--- config.mk ---
export PLATFORM = sky130hd
export DESIGN_NAME = menu_selector
export DESIGN_NICKNAME = d
export VERILOG_FILES = /design/src/rtl/menu_selector_pkg.sv /design/src/rtl/button_debouncer.sv /design/src/rtl/menu_selector.sv
export SDC_FILE = /design/constraint.sdc
export NUM_CORES = 1
export LEC_CHECK = 0
export BUFFER_PORTS_ARGS = -buffer_cell sky130_fd_sc_hd__buf_2
export CAP_MARGIN = 10
export CORE_MARGIN = 2
export CORE_UTILIZATION = 50
export CTS_CLUSTER_SIZE = 20
export DETAILED_ROUTE_END_ITERATION = 12
export MAX_ROUTING_LAYER = met4
export PLACE_DENSITY_LB_ADDON = 0.05
export SETUP_SLACK_MARGIN = 0.1
export SLEW_MARGIN = 10
export SYNTH_ARGS = -nofsm -noshare
export SYNTH_HDL_FRONTEND = slang
export SYNTH_SLANG_ARGS = --single-unit
--- constraint.sdc ---
create_clock -name clock -period 4.2 [get_ports clock]
set_clock_uncertainty 0.15 [all_clocks]
set_input_delay 0.21 -clock clock [delete_from_list [all_inputs] [get_ports clock]]
set_output_delay 0.21 -clock clock [all_outputs]
set_load 0.05 [all_outputs]
--- src/rtl/menu_selector_pkg.sv ---
// Shared menu definitions for the Pong menus: option codes decoded by the game FSM,
// direction-FSM state encodings and the wrapping cursor step.
package pong_menu_pkg;

  localparam logic [1:0] OPT_CONTINUE = 2'd0;
  localparam logic [1:0] OPT_RESTART  = 2'd1;
  localparam logic [1:0] OPT_EXIT     = 2'd2;

  typedef enum logic [1:0] {
    DIR_IDLE   = 2'd0,
    DIR_HOLD   = 2'd1,
    DIR_REPEAT = 2'd2
  } dir_state_e;

  // Up moves toward 0, down toward last_opt; both wrap around.
  function automatic logic [1:0] cursor_step(input logic [1:0] v, input logic up,
                                             input logic [1:0] last_opt);
    if (up) return (v == 2'd0) ? last_opt : v - 2'd1;
    else    return (v == last_opt) ? 2'd0 : v + 2'd1;
  endfunction

endpackage

--- src/rtl/button_debouncer.sv ---
// Two-flop synchronizer followed by a stable-level counter: the output takes the
// synchronized level only after it has differed for DEBOUNCE_CYCLES consecutive cycles.
module button_debouncer #(
  parameter int DEBOUNCE_CYCLES = 250000
) (
  input  logic clock,
  input  logic reset,
  input  logic raw_i,
  output logic level_o
);

  localparam int CNT_W = (DEBOUNCE_CYCLES > 2) ? $clog2(DEBOUNCE_CYCLES) : 1;
  localparam logic [CNT_W-1:0] CNT_LAST = CNT_W'(DEBOUNCE_CYCLES - 1);

  logic             meta_q, sync_q;
  logic             level_q, level_d;
  logic [CNT_W-1:0] cnt_q, cnt_d;

  // Any sample that agrees with the current output restarts the count.
  always_comb begin
    level_d = level_q;
    cnt_d   = '0;
    if (sync_q != level_q) begin
      if (cnt_q == CNT_LAST) level_d = sync_q;
      else                   cnt_d   = cnt_q + 1'b1;
    end
  end

  always_ff @(posedge clock or posedge reset) begin
    if (reset) begin
      meta_q  <= 1'b0;
      sync_q  <= 1'b0;
      level_q <= 1'b0;
      cnt_q   <= '0;
    end else begin
      meta_q  <= raw_i;
      sync_q  <= meta_q;
      level_q <= level_d;
      cnt_q   <= cnt_d;
    end
  end

  assign level_o = level_q;

endmodule

--- src/rtl/menu_selector.sv ---
// Joystick menu front end: debounced enter level/strobe plus a wrapping cursor driven by
// per-direction IDLE/HOLD/REPEAT FSMs. Define MENU_AUTOREPEAT_EN to build hold-to-repeat.
module menu_selector
  import pong_menu_pkg::*;
#(
  parameter int DEBOUNCE_CYCLES = 250000,
  parameter int NUM_OPTIONS     = 3,
  parameter int REPEAT_DELAY    = 25000000,
  parameter int REPEAT_PERIOD   = 10000000
) (
  input  logic       clock,
  input  logic       reset,
  input  logic       menu_active,
  input  logic       joy_button,
  input  logic       joy_up,
  input  logic       joy_down,
  output logic       enter,
  output logic       enter_pulse,
  output logic [1:0] value
);

  if (NUM_OPTIONS < 2 || NUM_OPTIONS > 4 || REPEAT_DELAY < 1 || REPEAT_PERIOD < 1) begin : g_bad_cfg
    $error("menu_selector: parameter out of range");
  end

  localparam logic [1:0] LAST_OPT = 2'(NUM_OPTIONS - 1);

  logic       btn_db, btn_q;
  logic [1:0] dir_db, dir_q;        // index 0 = up, 1 = down
  logic [1:0] step;
  logic       menu_q;
  logic [1:0] value_q, value_d;
  logic       both_dirs;
  dir_state_e state_q [2];
  dir_state_e state_d [2];

  button_debouncer #(.DEBOUNCE_CYCLES(DEBOUNCE_CYCLES)) u_db_button (
    .clock(clock), .reset(reset), .raw_i(joy_button), .level_o(btn_db));
  button_debouncer #(.DEBOUNCE_CYCLES(DEBOUNCE_CYCLES)) u_db_up (
    .clock(clock), .reset(reset), .raw_i(joy_up), .level_o(dir_db[0]));
  button_debouncer #(.DEBOUNCE_CYCLES(DEBOUNCE_CYCLES)) u_db_down (
    .clock(clock), .reset(reset), .raw_i(joy_down), .level_o(dir_db[1]));

  assign both_dirs = dir_db[0] & dir_db[1];

`ifdef MENU_AUTOREPEAT_EN
  localparam int RPT_MAX = (REPEAT_DELAY > REPEAT_PERIOD) ? REPEAT_DELAY : REPEAT_PERIOD;
  localparam int RPT_W   = (RPT_MAX > 2) ? $clog2(RPT_MAX) : 1;
  localparam logic [RPT_W-1:0] DELAY_LAST  = RPT_W'(REPEAT_DELAY - 1);
  localparam logic [RPT_W-1:0] PERIOD_LAST = RPT_W'(REPEAT_PERIOD - 1);

  logic [RPT_W-1:0] rpt_q [2];
  logic [RPT_W-1:0] rpt_d [2];
`endif

  always_comb begin
    for (int i = 0; i < 2; i++) begin
      state_d[i] = state_q[i];
      step[i]    = 1'b0;
`ifdef MENU_AUTOREPEAT_EN
      rpt_d[i]   = rpt_q[i];
`endif
      // Pressing both directions parks both FSMs until a fresh press.
      if (!menu_active || !dir_db[i] || both_dirs) begin
        state_d[i] = DIR_IDLE;
`ifdef MENU_AUTOREPEAT_EN
        rpt_d[i]   = '0;
`endif
      end else begin
        case (state_q[i])
          DIR_IDLE: begin
            if (!dir_q[i]) begin
              state_d[i] = DIR_HOLD;
              step[i]    = 1'b1;
`ifdef MENU_AUTOREPEAT_EN
              rpt_d[i]   = '0;
`endif
            end
          end
`ifdef MENU_AUTOREPEAT_EN
          DIR_HOLD: begin
            if (rpt_q[i] == DELAY_LAST) begin
              state_d[i] = DIR_REPEAT;
              step[i]    = 1'b1;
              rpt_d[i]   = '0;
            end else begin
              rpt_d[i]   = rpt_q[i] + 1'b1;
            end
          end
          DIR_REPEAT: begin
            if (rpt_q[i] == PERIOD_LAST) begin
              step[i]  = 1'b1;
              rpt_d[i] = '0;
            end else begin
              rpt_d[i] = rpt_q[i] + 1'b1;
            end
          end
`else
          DIR_HOLD:   state_d[i] = DIR_HOLD;
          DIR_REPEAT: state_d[i] = DIR_HOLD;
`endif
          default:    state_d[i] = DIR_IDLE;
        endcase
      end
    end
  end

  // Entering a menu always lands on the first option, even over a same-cycle step.
  always_comb begin
    value_d = value_q;
    if (menu_active && !menu_q) value_d = OPT_CONTINUE;
    else if (step[0])           value_d = cursor_step(value_q, 1'b1, LAST_OPT);
    else if (step[1])           value_d = cursor_step(value_q, 1'b0, LAST_OPT);
  end

  always_ff @(posedge clock or posedge reset) begin
    if (reset) begin
      btn_q   <= 1'b0;
      dir_q   <= 2'b00;
      menu_q  <= 1'b0;
      value_q <= OPT_CONTINUE;
      for (int i = 0; i < 2; i++) begin
        state_q[i] <= DIR_IDLE;
`ifdef MENU_AUTOREPEAT_EN
        rpt_q[i]   <= '0;
`endif
      end
    end else begin
      btn_q   <= btn_db;
      dir_q   <= dir_db;
      menu_q  <= menu_active;
      value_q <= value_d;
      for (int i = 0; i < 2; i++) begin
        state_q[i] <= state_d[i];
`ifdef MENU_AUTOREPEAT_EN
        rpt_q[i]   <= rpt_d[i];
`endif
      end
    end
  end

  assign enter       = btn_db;
  assign enter_pulse = btn_db & ~btn_q;
  assign value       = value_q;

endmodule

# [Word-level counts from Yosys, hierarchy flattened]
# Index checks and enable logic that the tools add are counted.
[totals] output_inout_bits=4 wordCells=80 inputBits=6 regBits=73
[classes] eq_ne=13 n_addsub=5 n_reduce_logical=18 bitwise=3 n_mux=23
[op_table] operator="18-bit 2-to-1 mux" n=6
[op_table] operator="18-bit by 1-bit adder with 18-bit output (second input constant)" n=3
[op_table] operator="18-bit equality test (second input constant)" n=3
[op_table] operator="2-bit 2-to-1 mux" n=9
[op_table] operator="2-bit case mux with 2 select lines" n=2
[op_table] operator="2-bit equality test (second input constant)" n=3
[op_table] operator="2-bit zero test" n=3
[op_table] operator="1-bit 2-to-1 mux" n=6
[op_table] operator="3-bit != test (second input constant)" n=2
[op_table] operator="2-bit AND reduction" n=3
[op_table] operator="2-bit by 1-bit equality test with 1-bit output (second input constant)" n=2
[op_table] operator="1-bit zero test" n=4
[op_table] operator="1-bit logical OR" n=4
[op_table] operator="2-bit OR reduction" n=2
[op_table] operator="1-bit != test" n=3
[op_table] operator="3-bit nonzero test" n=1
[op_table] operator="2-bit by 1-bit adder with 2-bit output (second input constant)" n=1
[op_table] operator="1-bit bitwise AND" n=2
[op_table] operator="2-bit by 1-bit subtractor with 2-bit output (second input constant)" n=1
[op_table] operator="1-bit logical AND" n=1
[op_table] operator="1-bit inverter" n=1

# [Logic depth before layout (Yosys ltp)]
# Gate-level depths: netlist of run 1.
[logic_depth] word_depth=7 depth_mapped=5 mapped_depth_nobuf=5

# [Cells and area by module]
# Synthesis of run 1 repeated with hierarchy kept, for this count alone.
[unflattened] cells_unflattened=317 area_unflattened_um2=3419.5
[by_module_without_submodules] module="button_debouncer" instances=3 seq_area_each_um2=525.5 area_per_inst_um2=1012.2 cells_each=95
[by_module_without_submodules] module="menu_selector" instances=1 seq_area_each_um2=200.2 area_per_inst_um2=382.9 cells_each=32

# [Worst setup path after synthesis of run 1]
# OpenSTA, ideal clock, no wires.
[synth_path] kind="reg-to-reg" startpoint="reg u_db_up.cnt_q[13]" endpoint="reg u_db_up.level_q, in the netlist u_db_up.level_o" t_arrival_ns=1.867 stages_incl_launch_ff=5 slack_ns=2.059 path_buffers=0 path_cell_list="dfrtp_1 > or4b_1 > or4_4 > nor2_1 > mux2_2"
[synth_via] elab_chain_cells=2
[synth_rtl] item="start, declared" line="button_debouncer.sv:17" rtl="logic [CNT_W-1:0] cnt_q, cnt_d;"
[synth_rtl] item="start signal, assigned" line="button_debouncer.sv:39" rtl="cnt_q <= cnt_d;"
[synth_rtl] item="18-bit equality test" line="button_debouncer.sv:24" rtl="if (cnt_q == CNT_LAST) level_d = sync_q;"
[synth_rtl] item="2-bit AND reduction (no source line)"
[synth_rtl] item="end signal, assigned" line="button_debouncer.sv:38" rtl="level_q <= level_d;"
[synth_rtl] item="end, declared" line="button_debouncer.sv:16" rtl="logic level_q, level_d;"
# Every way passes these cells.
# A chain may end at the register's enable or synchronous reset.

# [Worst setup path after layout of run 1]
[layout_path] startpoint="reg u_db_down.cnt_q[0]" endpoint="reg u_db_down.cnt_q[5]"
[layout_via] elab_chain_cells=3 elab_cells_between_ends=4
[layout_rtl] item="start, declared" line="button_debouncer.sv:17"
[layout_rtl] item="start signal, assigned" line="button_debouncer.sv:39"
[layout_rtl] item="18-bit by 1-bit adder with 18-bit output or 18-bit equality test (tied branches)" line="button_debouncer.sv:25, button_debouncer.sv:24"
[layout_rtl] item="18-bit 2-to-1 mux (*)" line="button_debouncer.sv:24"
[layout_rtl] item="18-bit 2-to-1 mux (*)" line="button_debouncer.sv:23" rtl="if (sync_q != level_q) begin"
[layout_rtl] item="named net u_db_down.cnt_d[5]" line="button_debouncer.sv:17"
# Mark *: on every way through the listed nets, which the timed path passes. The rest lies on a longest branch.

==> results of run 1 <==
[sequential cells by signal (all words and copies together) (netlist names)]
name	count
value	2
u_db_up.meta_q	1
u_db_down.cnt_q	18
u_db_button.sync_q	1
u_db_up.sync_q	1
menu_q	1
u_db_down.meta_q	1
btn_q	1
state_q	2
u_db_down.sync_q	1
u_db_up.cnt_q	18
u_db_down.level_o	1
u_db_button.cnt_q	18
u_db_up.level_o	1
u_db_button.meta_q	1
dir_q	2
u_db_button.level_o	1
[power by group through the flow]
stage	logic, mW	registers (mW)	clock network (mW)
floorplan	0.0314	0.714	0
global placement	0.0416	0.715	0
detailed placement	0.0422	0.716	0
CTS	0.0460	0.702	0.680
global route	0.0527	0.704	0.712
finish	0.0441	0.702	0.659
[routing by layer]
metal,GRT usage,routed length [µm]
met5,-,0
met1,0.260,2940
met2,0.266,2540
met3,0.0356,133
met4,0.0895,144
[metrics by stage]
| step | total power, mW | area, µm² | instances |
|---|---|---|---|
| 6_report | 1.41 | 3750 | 430 |
| 5_1_grt | 1.47 | 3750 | 430 |
| 4_1_cts | 1.43 | 3750 | 430 |
| 3_5_place_dp | 0.758 | 3450 | 409 |
| 3_3_place_gp | 0.757 | 3450 | 409 |
| 2_1_floorplan | 0.745 | 3330 | 325 |
[critical path, stage by stage, from the launching register on]
cell and delay (ns):
dfrtp_1 0.40, ha_1 0.24, nand4_1 0.34, o41ai_4 0.97
nor2_1 0.12
[cell type report]
class	instances	share of cell area
tap	77	0.0257
inverter	16	0.0160
multi-input combinational	235	0.392
sequential	71	0.473
clock buffer	10	0.0367
timing repair buffer	15	0.0273
clock inverter	6	0.0287
[cells in the final DEF, fill, tap and decap left out, types with 10 or more instances in the layout]
cell type and count:
dfrtp_1 71, nor2_1 64, xnor2_1 36, nand4_1 18, nor4_1 18, nand2_1 15, nand3_1 15, inv_1 15
xor2_1 11, nor3_1 11, clkbuf_8 10
[kinds of logic (layout without fill, tap and decap cells)]
family / count (synthesis) / after routing / share of synthesized area
adders and majority gates: 6 / 6 / 0.0226
AOI/OAI and AO/OA: 13 / 13 / 0.0327
xor gates and xnor gates: 47 / 47 / 0.124
buffers and inverters: 19 / 47 / 0.0241
DFF: 71 / 71 / 0.534
and+or+nand+nor: 163 / 163 / 0.243
muxes: 6 / 6 / 0.0192
[path summary, 6_finish.rpt]
check / from / to / slack (ns) / cells past startpoint
worst min register to register: u_db_button.meta_q / u_db_button.sync_q / 0.20 / 0
worst max register to register: u_db_down.cnt_q[0] / u_db_down.cnt_q[5] / 1.83 / 4
max in group asynchronous: reset / u_db_button.sync_q / 2.51 / 4
worst min-delay path: u_db_button.meta_q / u_db_button.sync_q / 0.20 / 0
min in group asynchronous: reset / u_db_up.cnt_q[15] / 0.51 / 3
worst max-delay path: u_db_down.cnt_q[0] / u_db_down.cnt_q[5] / 1.83 / 4
==> flow_summary.toml, run 1 <==
[run_status]
status = "finished clean"

[drt]
routed_wire_length_per_instance_um = 13.4
viasPerCell = 5.39
finalWirelength_mm = 5.76
remaining_drc_errors = 0
first_iter_violations = 98
route.vias.total = 2319
ant_nets = 0
drt-pass1-iter-count = 4

[sta]
setup_viol = 0
min_period_over_period = 0.565
unrepaired_setup_endpoints_after_global_routing = "false"
post-route-min-period_ns = 2.37
timing_worst_slew_pin_value_ns = 1.01
final-hold-violation-count = 0
drv_slew = 0
worst_slew_margin_rel = 0.326
fmax_mhz = 421
worst_hold_slack_ns = 0.203
setup_tns_ns = 0
postLayoutSetupSlackWorst_ns = 1.83

[global_routing]
vias_in_the_first_global_route = 2249
grt_first_pass_wirelength_mm = 10.5
global_route.usage.total = 0.187
grt_antenna_before_repair = 0
grt_max_degree = 51
globalRouteOverflowTotal = 0

[synth]
synthesis.area_um2 = 3330
ys.flop_type = "dfrtp_1"
asyncSetResetFlopFracSynth = 1.00
share_of_the_yosys_chip_area_belonging_to_registers = 0.534
yosys-top-cells-count = "dfrtp_1, nor2_1, xnor2_1, nand4_1, nor4_1"
synth_top_cell_by_area = "dfrtp_1"
syn-instance-count = 325
mappedNetlistNets = 337
mapped_avg_cell_area_um2 = 10.2
post-synth-top-count-cell = "dfrtp_1"
synthDistinctLibCells = 34
ys_ff_latch = 71
number_of_enable_flip_flop_cells_after_synthesis = 0
post_synth_main_area_contributors = "dfrtp_1, xnor2_1, nor2_1, nand4_1, nor4_1"
yosys_warnings = 0
synth_top_cell_area_share = 0.534

[clock_tree]
cts_tree = "yes"
h-tree-depth = 3
clock_path_buffers = 2
postCtsResizedCells = 0
cts.clk_slew.worst_paths_ns = 0.08
cts.hold.buffers_added = 5
clk-insertion-delay-late_ns = 0.34
post_cts.repair.setup_buffers = 0
cts_root_buf = "clkbuf_8"
clock_sink_count = 71
cts-buffers-inserted = 9

[power_and_ir_drop]
pwr-share-comb = 0.031
leakage_nw = 1.54
worst_ir_drop_vdd_mv = 0.226
sequentialPowerShare = 0.500
power_report.internal_total_mw = 1.12
power.switching_mw = 0.289
switching_share = 0.205
share_clk_of_total_power = 0.469
power-per-cell-area_nw_per_um2 = 374

[critical_path]
req_time_crit_path_ns = 4.24
worst-setup-path-type = "flip-flop to flip-flop"
cp_max_fo = 17
crit_path_start_kind = "flip-flop"
setup.worst_path.end_class = "flip-flop"
timing.critical_path.arrival_ns = 2.41

[placed_design]
post-place-ws_ns = 1.82
hpwl_mm = 3.86
gp_congestion = 0.787
port-buffer-count = 9

[cells_and_area]
nFillCells = 561
multiInputGateArea_um2 = 1470
finalNetCount = 360
areaGrowthSynthToFinish_pct = 12.9
antennaDiodeCount = 0
final_util = 0.588
layout_cells_sized_above_1 = 0.0992
register_area_um2 = 1780

[floorplan]
dieWidth_um = 85.6
ios = 10
initial_core_util = 0.521
fp.dieH_um = 85.6
fp.coreArea_um2 = 6390
dieArea_um2 = 7320
placementRows = 29

[flow_run]
maxCapViolCount = 0

[worst_hold_path]
type_of_the_tightest_min_delay_check = "flip-flop to flip-flop"
Note: power is estimated with default switching activity, not from simulation.
==> run 2, diff against run 1 <==
--- a/config.mk
+++ b/config.mk
@@ -5,6 +5,7 @@
 export SDC_FILE = /design/constraint.sdc
 export NUM_CORES = 1
 export LEC_CHECK = 0
+export ABC_AREA = 1
 export BUFFER_PORTS_ARGS = -buffer_cell sky130_fd_sc_hd__buf_2
 export CAP_MARGIN = 10
 export CORE_MARGIN = 2
==> constraint.sdc (replaced) <==
create_clock -name clock -period 2.2 [get_ports clock]
set_clock_uncertainty 0.15 [all_clocks]
set_input_delay 0.11 -clock clock [delete_from_list [all_inputs] [get_ports clock]]
set_output_delay 0.11 -clock clock [all_outputs]
set_load 0.05 [all_outputs]
==> flow_summary.toml, run 2 <==
[clock_tree]
cts.clk_slew.worst_paths_ns = 0.08
h-tree-depth = 3
post_cts.repair.setup_buffers = 0
cts_root_buf = "clkbuf_8"
clock_path_buffers = 2
cts-buffers-inserted = 9
clock_sink_count = 71
cts_tree = "yes"
clk-insertion-delay-late_ns = 0.35

[critical_path]
req_time_crit_path_ns = 2.28
rrSetupSlack_ns = 0.51
timing.critical_path.arrival_ns = 1.77
timing.critical_path.slowest_cell_delay_ns = 0.37
cp_max_fo = 7
ff2ff_path_depth = 8
timing.rr.end = "u_db_down.cnt_q[12]"
worst-setup-path-type = "flip-flop to flip-flop"
worstReg2RegStart = "u_db_down.cnt_q[0]"
path_common_cell = "nand2_1"
crit_path_cell_trace = "ha_1, nand2_1, nor2_2, inv_1, nor2_1, nand2_1, nand2_1, nor2_1"
setup.worst_path.end_class = "flip-flop"
critPathSlowestCell = "dfrtp_1"
crit_path_start_kind = "flip-flop"

[synth]
synth_top_cell_area_share = 0.496
post_synth_main_area_contributors = "dfrtp_1, nor2_1, nand2_1, nand3_1, xor2_1"
simple_gate_share_of_the_synthesized_area = 0.321
synthesis.area_um2 = 3580
synth_fa_ha_area_frac = 0.0210
synth_top_cell_by_area = "dfrtp_1"
dominant_combinational_cell_family_by_area_after_synthesis = "simple AND/OR/NAND/NOR gates"
synth-xor-area-share = 0.0723
ys.flop_type = "dfrtp_1"
synth-compound-area-share = 0.0437
mappedNetlistNets = 454
synthDistinctLibCells = 23
post-synth-top-count-cell = "nor2_1"
share_of_the_yosys_chip_area_belonging_to_registers = 0.496
ys_ff_latch = 71
asyncSetResetFlopFracSynth = 1.00
mapped_avg_cell_area_um2 = 8.10
yosys_warnings = 0
muxShareOfSynthArea = 0
yosys-top-cells-count = "nor2_1, nand2_1, dfrtp_1, inv_1, nand3_1"
syn-instance-count = 442
number_of_enable_flip_flop_cells_after_synthesis = 0

[floorplan]
placementRows = 30
dieWidth_um = 88.6
fp.dieH_um = 88.6
ios = 10
fp.coreArea_um2 = 6870
initial_core_util = 0.521
dieArea_um2 = 7850

[flow_run]
maxCapViolCount = 0

[cells_and_area]
largest_registers = "u_db_button.cnt_q (18), u_db_down.cnt_q (18), u_db_up.cnt_q (18)"
layout_cells_sized_above_1 = 0.103
nFillCells = 631
antennaDiodeCount = 0
finalNetCount = 481
final_cell_mix = "nor2_1, nand2_1, dfrtp_1"
final_cell_count_no_fill = 570
areaGrowthSynthToFinish_pct = 12.3
mostFrequentLayoutCell = "nor2_1"

[sta]
drv_slew = 0
worst_slew_margin_rel = 0.740
fmax_mhz = 593
timing_worst_slew_pin_value_ns = 0.390
post-route-min-period_ns = 1.69
setup_viol = 0
setup_tns_ns = 0
final-hold-violation-count = 0
unrepaired_setup_endpoints_after_global_routing = "false"
min_period_over_period = 0.766

[global_routing]
global_route.usage.total = 0.201
grt_max_degree = 36
grt_antenna_before_repair = 0
vias_in_the_first_global_route = 2679
grt_first_pass_wirelength_mm = 11.8
globalRouteOverflowTotal = 0

[drt]
route.vias.total = 2762
routed_wire_length_per_instance_um = 11.7
ant_nets = 0
remaining_drc_errors = 0
first_iter_violations = 142
viasPerCell = 4.85
drt-pass1-iter-count = 5
finalWirelength_mm = 6.64

[worst_hold_path]
type_of_the_tightest_min_delay_check = "input pin to asynchronous set/reset pin"

[run_status]
status = "finished clean"

[power_and_ir_drop]
leakage_nw = 1.70
power_report.internal_total_mw = 1.90
worst_ir_drop_vdd_mv = 0.444
share_clk_of_total_power = 0.421
switching_share = 0.228
pwr-share-comb = 0.037
power.switching_mw = 0.563
sequentialPowerShare = 0.542
post-layout-total-power_mw = 2.46
power-per-cell-area_nw_per_um2 = 613

[placed_design]
hpwl_mm = 4.90
dp.cells = 549
port-buffer-count = 9
gp_congestion = 0.886
==> run 2: kinds of logic after synthesis <==
| logic type | Yosys count |
|---|---|
| AOI/OAI and AO/OA | 29 |
| xor gates and xnor gates | 27 |
| adders and majority gates | 6 |
| buffers and inverters | 44 |
| DFF | 71 |
| and+or+nand+nor | 265 |
==> run 2: through the flow <==
stage                util  hold slack (ns)  setup slack (ns)  area (µm²)
detailed placement  0.549          -0.0305             0.522        3770
global placement    0.549          -0.0399             0.543        3770
floorplan               -         -0.00857             0.143        3580
finish              0.585            0.156             0.514        4020
CTS                 0.585            0.130             0.509        4020
global route        0.585            0.171             0.334        4020
==> run 2: worst max path at each step <==
| stage | endpoint | slack [ns] | cells past startpoint | start |
|---|---|---|---|---|
| 2_1_floorplan | btn_q | 0.14 | 1 | reset |
| 3_3_place_gp | u_db_down.cnt_q[12] | 0.54 | 8 | u_db_down.cnt_q[0] |
| 3_5_place_dp | u_db_down.cnt_q[12] | 0.52 | 8 | u_db_down.cnt_q[0] |
| 4_1_cts | u_db_down.cnt_q[12] | 0.51 | 8 | u_db_down.cnt_q[0] |
| 5_1_grt | u_db_up.cnt_q[10] | 0.33 | 8 | u_db_up.cnt_q[0] |
| 6_report | u_db_down.cnt_q[12] | 0.51 | 8 | u_db_down.cnt_q[0] |
==> run 2: metal layers <==
metal  wire [µm]  track usage  vias to the layer above
met2        2940        0.305                       34
met4          87       0.0661                        0
met5           0            -                        -
li1            -            -                     1450
met3         199       0.0448                       11
met1        3420        0.269                     1267
==> run 2: final cells by class <==
cell class                 count  area (µm²)  area share
clock buffer                  10         138      0.0342
inverter                      44         165      0.0411
clock inverter                 6        60.1      0.0149
timing repair buffer          16         123      0.0305
tap                           96         120      0.0299
sequential                    71        1780       0.442
multi-input combinational    327        1640       0.408
==> run 2: what timing repair did <==
| item | 4_1_cts | 5_1_grt |
|---|---|---|
| gates resized for setup | 0 | 0 |
| hold endpoints to repair | 57 | 0 |
| hold buffers | 5 | 0 |
==> run 2: power by group through the flow <==
stage               Sequential, mW  Combinational, mW  Clock [mW]
floorplan                     1.36             0.0593           0
global placement              1.36             0.0860           0
detailed placement            1.36             0.0877           0
CTS                           1.34             0.0944        1.07
global route                  1.34              0.107        1.13
finish                        1.34             0.0903        1.04
==> run 2: critical path: cells and delay by family, from the launching register on <==
| kind | cells | cell delay (ns) |
|---|---|---|
| AND/OR/NAND/NOR | 6 | 0.83 |
| adder cells (fa/ha/maj) | 1 | 0.17 |
| flip-flops | 1 | 0.37 |
| buffers and inverters | 1 | 0.05 |
